`config.mk`:
```
export PLATFORM = sky130hd
export DESIGN_NAME = ipf_if_ctrl
export DESIGN_NICKNAME = d
export VERILOG_FILES = /design/src/rtl/ipf_if_ctrl.sv
export SDC_FILE = /design/constraint.sdc
export NUM_CORES = 1
export LEC_CHECK = 0
export CAP_MARGIN = 15
export CORE_MARGIN = 1.5
export CORE_UTILIZATION = 30
export CTS_BUF_LIST = sky130_fd_sc_hd__clkbuf_2 sky130_fd_sc_hd__clkbuf_4 sky130_fd_sc_hd__clkbuf_8
export DETAILED_ROUTE_END_ITERATION = 10
export PLACE_DENSITY = 0.58
export SYNTH_ARGS = -nofsm -noshare
export SYNTH_HDL_FRONTEND = slang
export SYNTH_SLANG_ARGS = --single-unit
```
`constraint.sdc`:
```
create_clock -name clk -period 2 [get_ports clk]
set_clock_uncertainty 0.05 [all_clocks]
set_input_delay 0.2 -clock clk [delete_from_list [all_inputs] [get_ports clk]]
set_output_delay 0.2 -clock clk [all_outputs]
set_load 0.03 [all_outputs]
```
`src/rtl/ipf_if_ctrl.sv`:
```
// Fetch-stage sequencer: instruction-memory request handshake, IPF_IF stall/flush,
// PC-advance enable, delay-slot tracking and discard of stale responses after a redirect.
module ipf_if_ctrl #(
    parameter int MAX_DISCARD = 3,
    parameter int CNT_W       = 2
) (
    input  logic             clk,
    input  logic             rst,
    input  logic             id_stall,
    input  logic             exc_flush,
    input  logic             br_redirect,
    input  logic             br_in_id,
    input  logic [1:0]       pc_low,
    input  logic             inst_miss,
    input  logic             inst_valid,
    input  logic             inst_addr_ok,
    input  logic             inst_data_ok,
    output logic             inst_req,
    output logic             pc_en,
    output logic             ipf_if_stall,
    output logic             ipf_if_flush,
    output logic             is_delayslot,
    output logic             fetch_exc,
    output logic [CNT_W-1:0] discard_cnt
);

    typedef enum logic [1:0] {S_REQ = 2'd0, S_WAIT = 2'd1, S_HOLD = 2'd2} state_t;

    localparam logic [CNT_W-1:0] MAX_CNT = CNT_W'(MAX_DISCARD);

    state_t           state_q, state_d;
    logic [CNT_W-1:0] cnt_q, cnt_d;
    logic             ds_q, ds_d;
    logic             exc_q, exc_d;

    logic fetchFault;
    logic flush;
    logic retire;
    logic newStale;
    logic advance;
    logic slotExc;

    assign fetchFault  = (pc_low != 2'b00) || inst_miss || !inst_valid;
    assign flush       = exc_flush || br_redirect;
    assign discard_cnt = cnt_q;

    always_ff @(posedge clk or posedge rst) begin
        if (rst) begin
            state_q <= S_REQ;
            cnt_q   <= '0;
            ds_q    <= 1'b0;
            exc_q   <= 1'b0;
        end else begin
            state_q <= state_d;
            cnt_q   <= cnt_d;
            ds_q    <= ds_d;
            exc_q   <= exc_d;
        end
    end

    always_comb begin
        state_d      = state_q;
        ds_d         = ds_q;
        exc_d        = exc_q;
        inst_req     = 1'b0;
        pc_en        = 1'b0;
        ipf_if_stall = 1'b1;
        ipf_if_flush = 1'b0;
        is_delayslot = 1'b0;
        fetch_exc    = 1'b0;
        advance      = 1'b0;
        slotExc      = 1'b0;
        newStale     = 1'b0;
        retire       = inst_data_ok && (cnt_q != '0);

        case (state_q)
            S_REQ: begin
                inst_req = !fetchFault && (cnt_q < MAX_CNT);
                if (flush) begin
                    newStale = inst_addr_ok && inst_req;
                end else if (fetchFault) begin
                    if (!id_stall) begin
                        advance = 1'b1;
                        slotExc = 1'b1;
                    end else begin
                        state_d = S_HOLD;
                        exc_d   = 1'b1;
                    end
                end else if (inst_addr_ok && inst_req) begin
                    state_d = S_WAIT;
                end
            end
            S_WAIT: begin
                // A stale response retiring under a flush is replaced by the live one going stale
                if (flush) begin
                    newStale = !inst_data_ok || (cnt_q != '0);
                end else if (inst_data_ok && (cnt_q == '0)) begin
                    if (!id_stall) begin
                        advance = 1'b1;
                    end else begin
                        state_d = S_HOLD;
                    end
                end
            end
            S_HOLD: begin
                if (!flush && !id_stall) begin
                    advance = 1'b1;
                    slotExc = exc_q;
                end
            end
            default: begin
                state_d = S_REQ;
            end
        endcase

        if (flush) begin
            pc_en        = 1'b1;
            ipf_if_flush = 1'b1;
            state_d      = S_REQ;
            ds_d         = 1'b0;
            exc_d        = 1'b0;
        end else if (advance) begin
            pc_en        = 1'b1;
            ipf_if_stall = 1'b0;
            is_delayslot = ds_q || br_in_id;
            fetch_exc    = slotExc;
            state_d      = S_REQ;
            ds_d         = 1'b0;
            exc_d        = 1'b0;
        end else if (br_in_id) begin
            ds_d = 1'b1;
        end

        cnt_d = cnt_q;
        if (newStale && !retire) begin
            cnt_d = (cnt_q == MAX_CNT) ? cnt_q : cnt_q + 1'b1;
        end else if (retire && !newStale) begin
            cnt_d = cnt_q - 1'b1;
        end

        if (rst) begin
            pc_en        = 1'b0;
            ipf_if_stall = 1'b0;
            ipf_if_flush = 1'b0;
            is_delayslot = 1'b0;
            fetch_exc    = 1'b0;
        end
    end

endmodule

```
==> impl_metrics.yaml, run 1 <==
status:
  status: "complete, but fails checks"
  violations: "negative setup slack"
cells_and_area:
  seq_area_sq_um: 153
  nets: 102
  fin_area_sq_um: 898
  utilization_pct: 65.8
  drive_above_1_share_pct: 46.1
  syn_to_final_growth_pct: 96.2
  nFillCells: 125
  diodes: 0
  multi_input_area_sq_um: 354
detailed_routing:
  num_vias: 529
  via_per_inst: 5.09
  drt_iter0_markers: 6
  routedWlPerCell_um: 12.8
  ant_nets: 0
  drt-total-wl_um: 1330
  drc: 0
  drtPass1Iterations: 4
place:
  place_ws_ps: -397
  placed_area_sq_um: 805
  place_hpwl_um: 1070
  place_congestion: 0.717
  numPortBuffers: 19
die:
  die_w_um: 42.1
  core_area_sq_mm: 0.00137
  start_util_pct: 33.5
  die_area_sq_mm: 0.00177
  ioPinCount: 20
  fp.dieH_um: 42.1
  rows: 13
global_route:
  grt_pass1_wl_um: 2300
  grt_pass1_vias: 523
  grt_overflow: 0
  grt_antenna_before_repair: 0
  track_usage_pct: 17.4
  grt_max_degree: 10
power_and_ir_drop:
  vdd_drop_max_uv: 390
  p_int_uw: 280
  power.density_mw_per_mm2: 429
  p_sw_share_pct: 27.4
  power.switching_uw: 105
  pwr-share-comb_pct: 31.3
  cellLeakagePower_nw: 0.397
  p_total_uw: 385
  seqPwrFrac_pct: 33.0
  clockPowerShare_pct: 35.7
sta:
  relSlewSlack_pct: 77.7
  maxSlewViolCount: 0
  rsz0062_at_grt: "true"
  setup_viol: 3
  whs_ps: 254
  fin_crit_sh_pct: 118
  tightest_slew_ps: 330
  fin_crit_ps: 2360
  hold_viol: 0
  worst_slack_ps: -361
  fmax_ghz: 0.423
clock_network:
  cts_max_path_buffers: 2
  cts.sinks: 6
  cts-buffers-inserted: 3
  insertion_delay_ps: 250
  root_buffer: "clkbuf_4"
  cts-htree-levels: 1
  path_clk_slew_ps: 50
  cts_tree: "built"
setup_path:
  cp_data_arrival_time_ps: 2110
  endpoint_kind: "output port"
  start_kind: "flop"
  cp.required_ps: 1750
  path_max_fanout: 2
  path_class: "flop to output port"
synth:
  ys_seq_elements: 6
  postSynthAreaPerCell_sq_um: 9.16
  yosysUniqueCellTypes: 26
  synth-seq-area-share_pct: 32.8
  syn_inst: 50
  netlist_area_sq_um: 458
  yosys_warnings: 0
  syn-num-nets: 62
job:
  drv_cap: 0
hold_path:
  hold_class: "primary input to asynchronous set/reset pin"
[cell usage after synthesis]
cell,instances,area (sq um)
nor2_1,10,37.5
dfrtp_1,6,150
a31oi_1,3,18.8
and2_1,3,18.8
inv_1,3,11.3
nor4b_1,3,26.3
and3_1,2,12.5
nand2b_1,2,12.5
a21boi_0,1,7.51
a22oi_2,1,12.5
a31o_2,1,8.76
and4_2,1,10.0
buf_2,1,5.00
nand2_1,1,3.75
nand3_1,1,5.00
nor3_1,1,5.00
nor3b_1,1,7.51
nor4_1,1,6.26
nor4_2,1,12.5
o211ai_1,1,7.51
o21ai_0,1,5.00
o2bb2ai_1,1,8.76
o32ai_2,1,16.3
o32ai_4,1,27.5
or4_1,1,7.51
or4b_4,1,13.8
[power groups by stage]
stage / Clock, mW / Combinational [mW] / Sequential (mW)
after floorplan: 0 / 0.0448 / 0.131
after global placement: 0 / 0.109 / 0.128
final: 0.138 / 0.121 / 0.127
after CTS: 0.141 / 0.121 / 0.127
after global routing: 0.153 / 0.130 / 0.127
after detailed placement: 0 / 0.110 / 0.128
[kinds of logic (layout without fill, tap and decap cells)]
| family | Yosys count | in the layout | share of synthesized area, % |
|---|---|---|---|
| AO/OA/AOI/OAI | 11 | 11 | 24.6 |
| flip-flops | 6 | 6 | 32.8 |
| AND/OR/NAND/NOR | 29 | 29 | 39.1 |
| buffers and inverters | 4 | 43 | 3.55 |
[worst max-delay path: stages (launching register included)]
cell and delay [ps]:
dfrtp_2 420, nor4b_4 310, o2bb2ai_2 80, buf_4 130
or4_4 450, nor4_4 270, buf_4 200
[registers in the layout, summed over array words and instances (netlist names)]
register / cells
discard_cnt: 2
exc_q: 1
ds_q: 1
state_q: 2
[layout make-up]
| type | instances | share of cell area [%] |
|---|---|---|
| inverter | 3 | 1.25 |
| timing repair buffer | 36 | 36.9 |
| sequential | 6 | 17.0 |
| multi-input combinational | 40 | 39.4 |
| clock buffer | 4 | 3.34 |
| tap | 15 | 2.09 |
[placed cells by master, fill, tap and decap left out, types with 2 or more instances in the layout]
| cell type | netlist | routed |
|---|---|---|
| dfrtp_2 | 0 | 2 |
| nor2_1 | 10 | 10 |
| dfrtp_1 | 6 | 4 |
| nor4b_4 | 0 | 2 |
| inv_1 | 3 | 3 |
| and3_1 | 2 | 2 |
| clkbuf_4 | 0 | 4 |
| nand2b_1 | 2 | 2 |
| clkdlybuf4s50_1 | 0 | 13 |
| and2_1 | 3 | 2 |
| a31oi_1 | 3 | 3 |
| buf_6 | 0 | 2 |
| buf_4 | 0 | 18 |
[metrics by stage]
step	setup TNS, ps	cells
finish	-1030	104
global route	-1360	104
CTS	-1050	104
detailed placement	-1280	99
global placement	-1250	99
floorplan	-115	50
[what timing repair did]
item / CTS / global route
pin swaps: 0 / 1
buffers inserted: 1 / 0
setup endpoints to repair: 4 / 5
resized for setup: 10 / 1
hold buffers: 0 / 0
[layer usage]
| metal | vias to the layer above | GRT usage (%) | wire (um) |
|---|---|---|---|
| li1 | 268 | - | - |
| met1 | 241 | 19.8 | 553 |
| met2 | 20 | 28.7 | 669 |
| met3 | 0 | 9.48 | 109 |
| met4 | 0 | 3.75 | 0 |
| met5 | - | 0 | 0 |
[worst paths after layout]
| path | start | to | slack (ps) | depth (start not counted) |
|---|---|---|---|---|
| hold reg to reg | ds_q | ds_q | 450 | 2 |
| setup / recovery | discard_cnt[1] | fetch_exc | -360 | 6 |
| max in group asynchronous | rst | discard_cnt[0] | 1510 | 3 |
| hold / removal | rst | exc_q | 250 | 3 |
| min in group clk | ds_q | ds_q | 450 | 2 |
| setup reg to reg | discard_cnt[1] | discard_cnt[0] | 380 | 5 |
(Power assumes the default switching activity.)
==> run 2, diff against run 1 <==
--- a/config.mk
+++ b/config.mk
@@ -9,7 +9,9 @@
 export CORE_MARGIN = 1.5
 export CORE_UTILIZATION = 30
 export CTS_BUF_LIST = sky130_fd_sc_hd__clkbuf_2 sky130_fd_sc_hd__clkbuf_4 sky130_fd_sc_hd__clkbuf_8
+export CTS_CLUSTER_DIAMETER = 60
 export DETAILED_ROUTE_END_ITERATION = 10
+export MAX_ROUTING_LAYER = met4
 export PLACE_DENSITY = 0.58
 export SYNTH_ARGS = -nofsm -noshare
 export SYNTH_HDL_FRONTEND = slang
==> impl_metrics.yaml, run 2 (synthesis results as in run 1) <==
clock_network:
  insertion_delay_ps: 250
  cts-htree-levels: 1
  cts_max_path_buffers: 2
  cts_tree: "built"
  path_clk_slew_ps: 50
  cts-buffers-inserted: 3
  ctsHoldBuffers: 0
  root_buffer: "clkbuf_4"
  cts.sinks: 6
setup_path:
  cp.required_ps: 1750
  path_class: "flop to output port"
  cp_data_arrival_time_ps: 2110
  start_kind: "flop"
  path_max_fanout: 2
  endpoint_kind: "output port"
detailed_routing:
  drc: 0
  via_per_inst: 5.08
  drt-total-wl_um: 1340
  num_vias: 528
  drt_iter0_markers: 8
  drtPass1Iterations: 3
  ant_nets: 0
  routedWlPerCell_um: 12.9
global_route:
  grt_pass1_wl_um: 2300
  track_usage_pct: 17.9
  grt_max_degree: 10
  grt_pass1_vias: 523
  grt_antenna_before_repair: 0
  grt_overflow: 0
sta:
  rsz0062_at_grt: "true"
  relSlewSlack_pct: 77.7
  maxSlewViolCount: 0
  fin_crit_ps: 2360
  whs_ps: 256
  fin_crit_sh_pct: 118
  hold_viol: 0
  setup_viol: 3
  worst_slack_ps: -359
  fmax_ghz: 0.424
  tightest_slew_ps: 330
die:
  core_area_sq_mm: 0.00137
  ioPinCount: 20
  die_area_sq_mm: 0.00177
  start_util_pct: 33.5
  fp.dieH_um: 42.1
  rows: 13
  die_w_um: 42.1
power_and_ir_drop:
  pwr-share-comb_pct: 31.4
  power.density_mw_per_mm2: 428
  vdd_drop_max_uv: 390
  p_int_uw: 280
  seqPwrFrac_pct: 33.1
  cellLeakagePower_nw: 0.397
  p_sw_share_pct: 27.2
  power.switching_uw: 105
  clockPowerShare_pct: 35.6
place:
  numPortBuffers: 19
  dp_cells: 99
  place_congestion: 0.725
  place_hpwl_um: 1070
cells_and_area:
  nFillCells: 125
  final_common_cell: "buf_4"
  diodes: 0
  finalNonFillerCells: 104
  most-common-layout-cells: "buf_4 (18), clkdlybuf4s50_1 (13), nor2_1 (10), clkbuf_4 (4), dfrtp_1 (4)"
  drive_above_1_share_pct: 46.1
  syn_to_final_growth_pct: 96.2
  utilization_pct: 65.8
  nets: 102
job:
  drv_cap: 0
status:
  violations: "negative setup slack"
  status: "complete, but fails checks"
hold_path:
  hold_class: "primary input to asynchronous set/reset pin"
==> run 2: cell counts in the layout (fill, tap and decap cells not counted) <==
No cell type changed its count.
==> run 2: stage by stage <==
stage	total power, mW	worst slack, ps	setup TNS [ps]	instance area, sq um
after floorplan	0.176	-115	-115	497
after global placement	0.238	-358	-1250	805
after detailed placement	0.238	-397	-1280	805
after CTS	0.390	-370	-1050	896
after global routing	0.410	-455	-1360	898
final	0.384	-359	-1020	898
==> run 2: worst paths after layout <==
path | slack [ps] | end | depth (start not counted) | startpoint
max in group asynchronous | 1510 | discard_cnt[0] | 3 | rst
setup / recovery | -360 | fetch_exc | 6 | discard_cnt[1]
min in group clk | 450 | ds_q | 2 | ds_q
hold / removal | 260 | exc_q | 3 | rst
setup reg to reg | 380 | discard_cnt[0] | 5 | discard_cnt[1]
hold reg to reg | 450 | ds_q | 2 | ds_q
==> run 2: power by group through the flow <==
| stage | clock network, mW | registers, mW | logic [mW] |
|---|---|---|---|
| 2_1_floorplan | 0 | 0.131 | 0.0448 |
| 3_3_place_gp | 0 | 0.128 | 0.109 |
| 3_5_place_dp | 0 | 0.128 | 0.110 |
| 4_1_cts | 0.141 | 0.127 | 0.121 |
| 5_1_grt | 0.153 | 0.127 | 0.130 |
| 6_report | 0.137 | 0.127 | 0.121 |
==> run 2: what timing repair did <==
action	CTS	global route
gates resized for setup	10	1
endpoints found under the hold margin	0	0
pin swaps	0	1
setup endpoints to repair	4	5
buffers inserted	1	0
==> run 2: per-layer routing <==
layer | share of wire, % | global-route usage [%] | vias to the layer above
met2 | 50 | 28.7 | 18
met3 | 8.1 | 9.48 | 0
met4 | 0 | 3.75 | 0
met5 | 0 | - | -
li1 | - | - | 268
met1 | 42 | 19.8 | 242
==> run 2: layout make-up <==
class,instances,area (sq um),area share (%)
Clock buffer,4,30.0,3.34
Tap cell,15,18.8,2.09
Multi-Input combinational cell,40,354,39.4
Timing Repair Buffer,36,332,36.9
Inverter,3,11.3,1.25
Sequential cell,6,153,17.0
==> run 2: critical path, stage by stage (launching register included) <==
cell,delay [ps]
dfrtp_2,410
nor4b_4,310
o2bb2ai_2,80
buf_4,130
or4_4,450
nor4_4,270
buf_4,200
==> variant, RTL diff (config.mk and constraints of run 1) <==
Encoding of `state_t`: now one-hot (3 bits for 3 states).
--- a/src/rtl/ipf_if_ctrl.sv
+++ b/src/rtl/ipf_if_ctrl.sv
@@ -24,7 +24,7 @@
     output logic [CNT_W-1:0] discard_cnt
 );
 
-    typedef enum logic [1:0] {S_REQ = 2'd0, S_WAIT = 2'd1, S_HOLD = 2'd2} state_t;
+    typedef enum logic [2:0] {S_REQ = 3'b001, S_WAIT = 3'b010, S_HOLD = 3'b100} state_t;
 
     localparam logic [CNT_W-1:0] MAX_CNT = CNT_W'(MAX_DISCARD);
 
Formal check against the unedited RTL: same outputs for any inputs over 10 cycles, from zero or initial values and one cycle with rst high; not proved beyond that.
==> variant against run 1 <==
The run still ends with setup timing left. Die area rose by 37%. Power rose by 20%. Worst hold slack improved by 0.082 ns. Area after synthesis rose by 40%. Wire length rose by 27%. Fmax rose by 8.8%. Setup slack improved by 0.19 ns. Design area rose by 24%. Sequential cell count rose by 1. Count of clock-buffer cells in the layout did not move. Sequential power rose by 22%.
==> variant: results (changes against run 1) <==
Layout
  – Fraction of area in multi-input gates: 0.423 (was 0.394)
  – Bufs w/o clock: 48 (was 36)
  – Non-clock buffers, area share: 0.356 (was 0.369)
  – FF/Latch Area: 179 sq um (was 153 sq um)
  – Logic inverters: 1 (was 3)
  – Layout Nets: 136 (was 102)

Timing
  – Count of final setup violators: 2 (was 3)
  – Fin worst setup slack: -0.171 ns (was -0.361 ns)

Power and ir drop
  – Peak supply drop: 0.000422 V (was 0.000390 V)
  – LEAKAGE: 0.000492 uW (was 0.000397 uW)

Setup path
  – Worst Reg-to-Reg Cells: 7 (was 5)
  – Data arrival time of the critical path: 1.92 ns (was 2.11 ns)
  – Worst Path Max Fanout: 5 (was 2)

Global routing
  – Global routing usage on met2: 0.221 (was 0.288)
  – Met3 GRT Util: 0.0215 (was 0.0948)
  – GRT Total Usage: 0.152 (was 0.174)
  – First-pass GRT wire length: 2910 um (was 2300 um)
  – Grt met1 use: 0.210 (was 0.198)

Place
  – Pre-CTS setup slack: -0.410 ns (was -0.397 ns)
  – DP Area: 1040 sq um (was 805 sq um)
  – DP Wirelength: 1280 um (was 1070 um)

Logic synthesis
  – Most frequent cells after synthesis: nor2_1, a21oi_1, dfrtp_1 (was nor2_1, dfrtp_1)
  – Post-synthesis cell type count: 42 (was 26)
  – Post-Synthesis Cells: 74 (was 50)
  – Post-Syn Nets: 86 (was 62)

Run status
  – Violated checks: setup timing (unchanged)
  – Status: finished with violations (unchanged)

Route
  – Vias/cell: 4.79 (was 5.09)

Clock network
  – CTS Sinks: 7 (was 6)
[variant: cell types whose count changed after synthesis, sizes merged, moves of 2 or more]
cell	delta
nor3	+2
nor2b	+2
nor4b	-2
and3	-2
inv	-2
nand2	+4
a21oi	+10
a31oi	-2
nor3b	+2
and2	-3
o32ai	-2
o21ai	+2
buf	+2
[variant: logic make-up (layout without fill, tap and decap cells)]
group | after synthesis | in the layout | synth area share
flops | 7 | 7 | 0.276
simple gates | 38 | 38 | 0.384
mux | 2 | 2 | 0.0333
buf+inv | 4 | 53 | 0.0391
compound gates | 23 | 23 | 0.268
[variant: worst paths after layout]
check	slack, ns	end	start
setup / recovery	-0.17	fetch_exc	state_q[1]$_DFFE_PP0P_
hold / removal	0.34	state_q[1]$_DFFE_PP0P_	rst
setup reg to reg	0.16	discard_cnt[0]$_DFFE_PP0P_	state_q[1]$_DFFE_PP0P_
hold reg to reg	0.48	ds_q$_DFFE_PP0P_	ds_q$_DFFE_PP0P_
max in group asynchronous	1.36	state_q[0]$_DFFE_PP1P_	rst
min in group clk	0.48	ds_q$_DFFE_PP0P_	ds_q$_DFFE_PP0P_
[variant: repair_timing]
action / in CTS / in global routing
setup endpoints to repair: 4 / 5
gates resized for setup: 9 / 11
pin swaps: 4 / 2
setup buffers: 1 / 2
[variant: layer usage]
metal / routed length, um / vias up / share of wire
li1: - / 376 / -
met4: 12 / 0 / 0.0071
met1: 810 / 335 / 0.48
met5: 0 / - / 0
met3: 18 / 2 / 0.011
met2: 845 / 6 / 0.50
[variant: power groups by stage]
stage               logic [uW]  clock network (uW)  registers [uW]
finish                     175                 134             155
global route               190                 156             156
CTS                        167                 141             155
detailed placement         169                   0             157
global placement           168                   0             157
floorplan                 79.0                   0             161
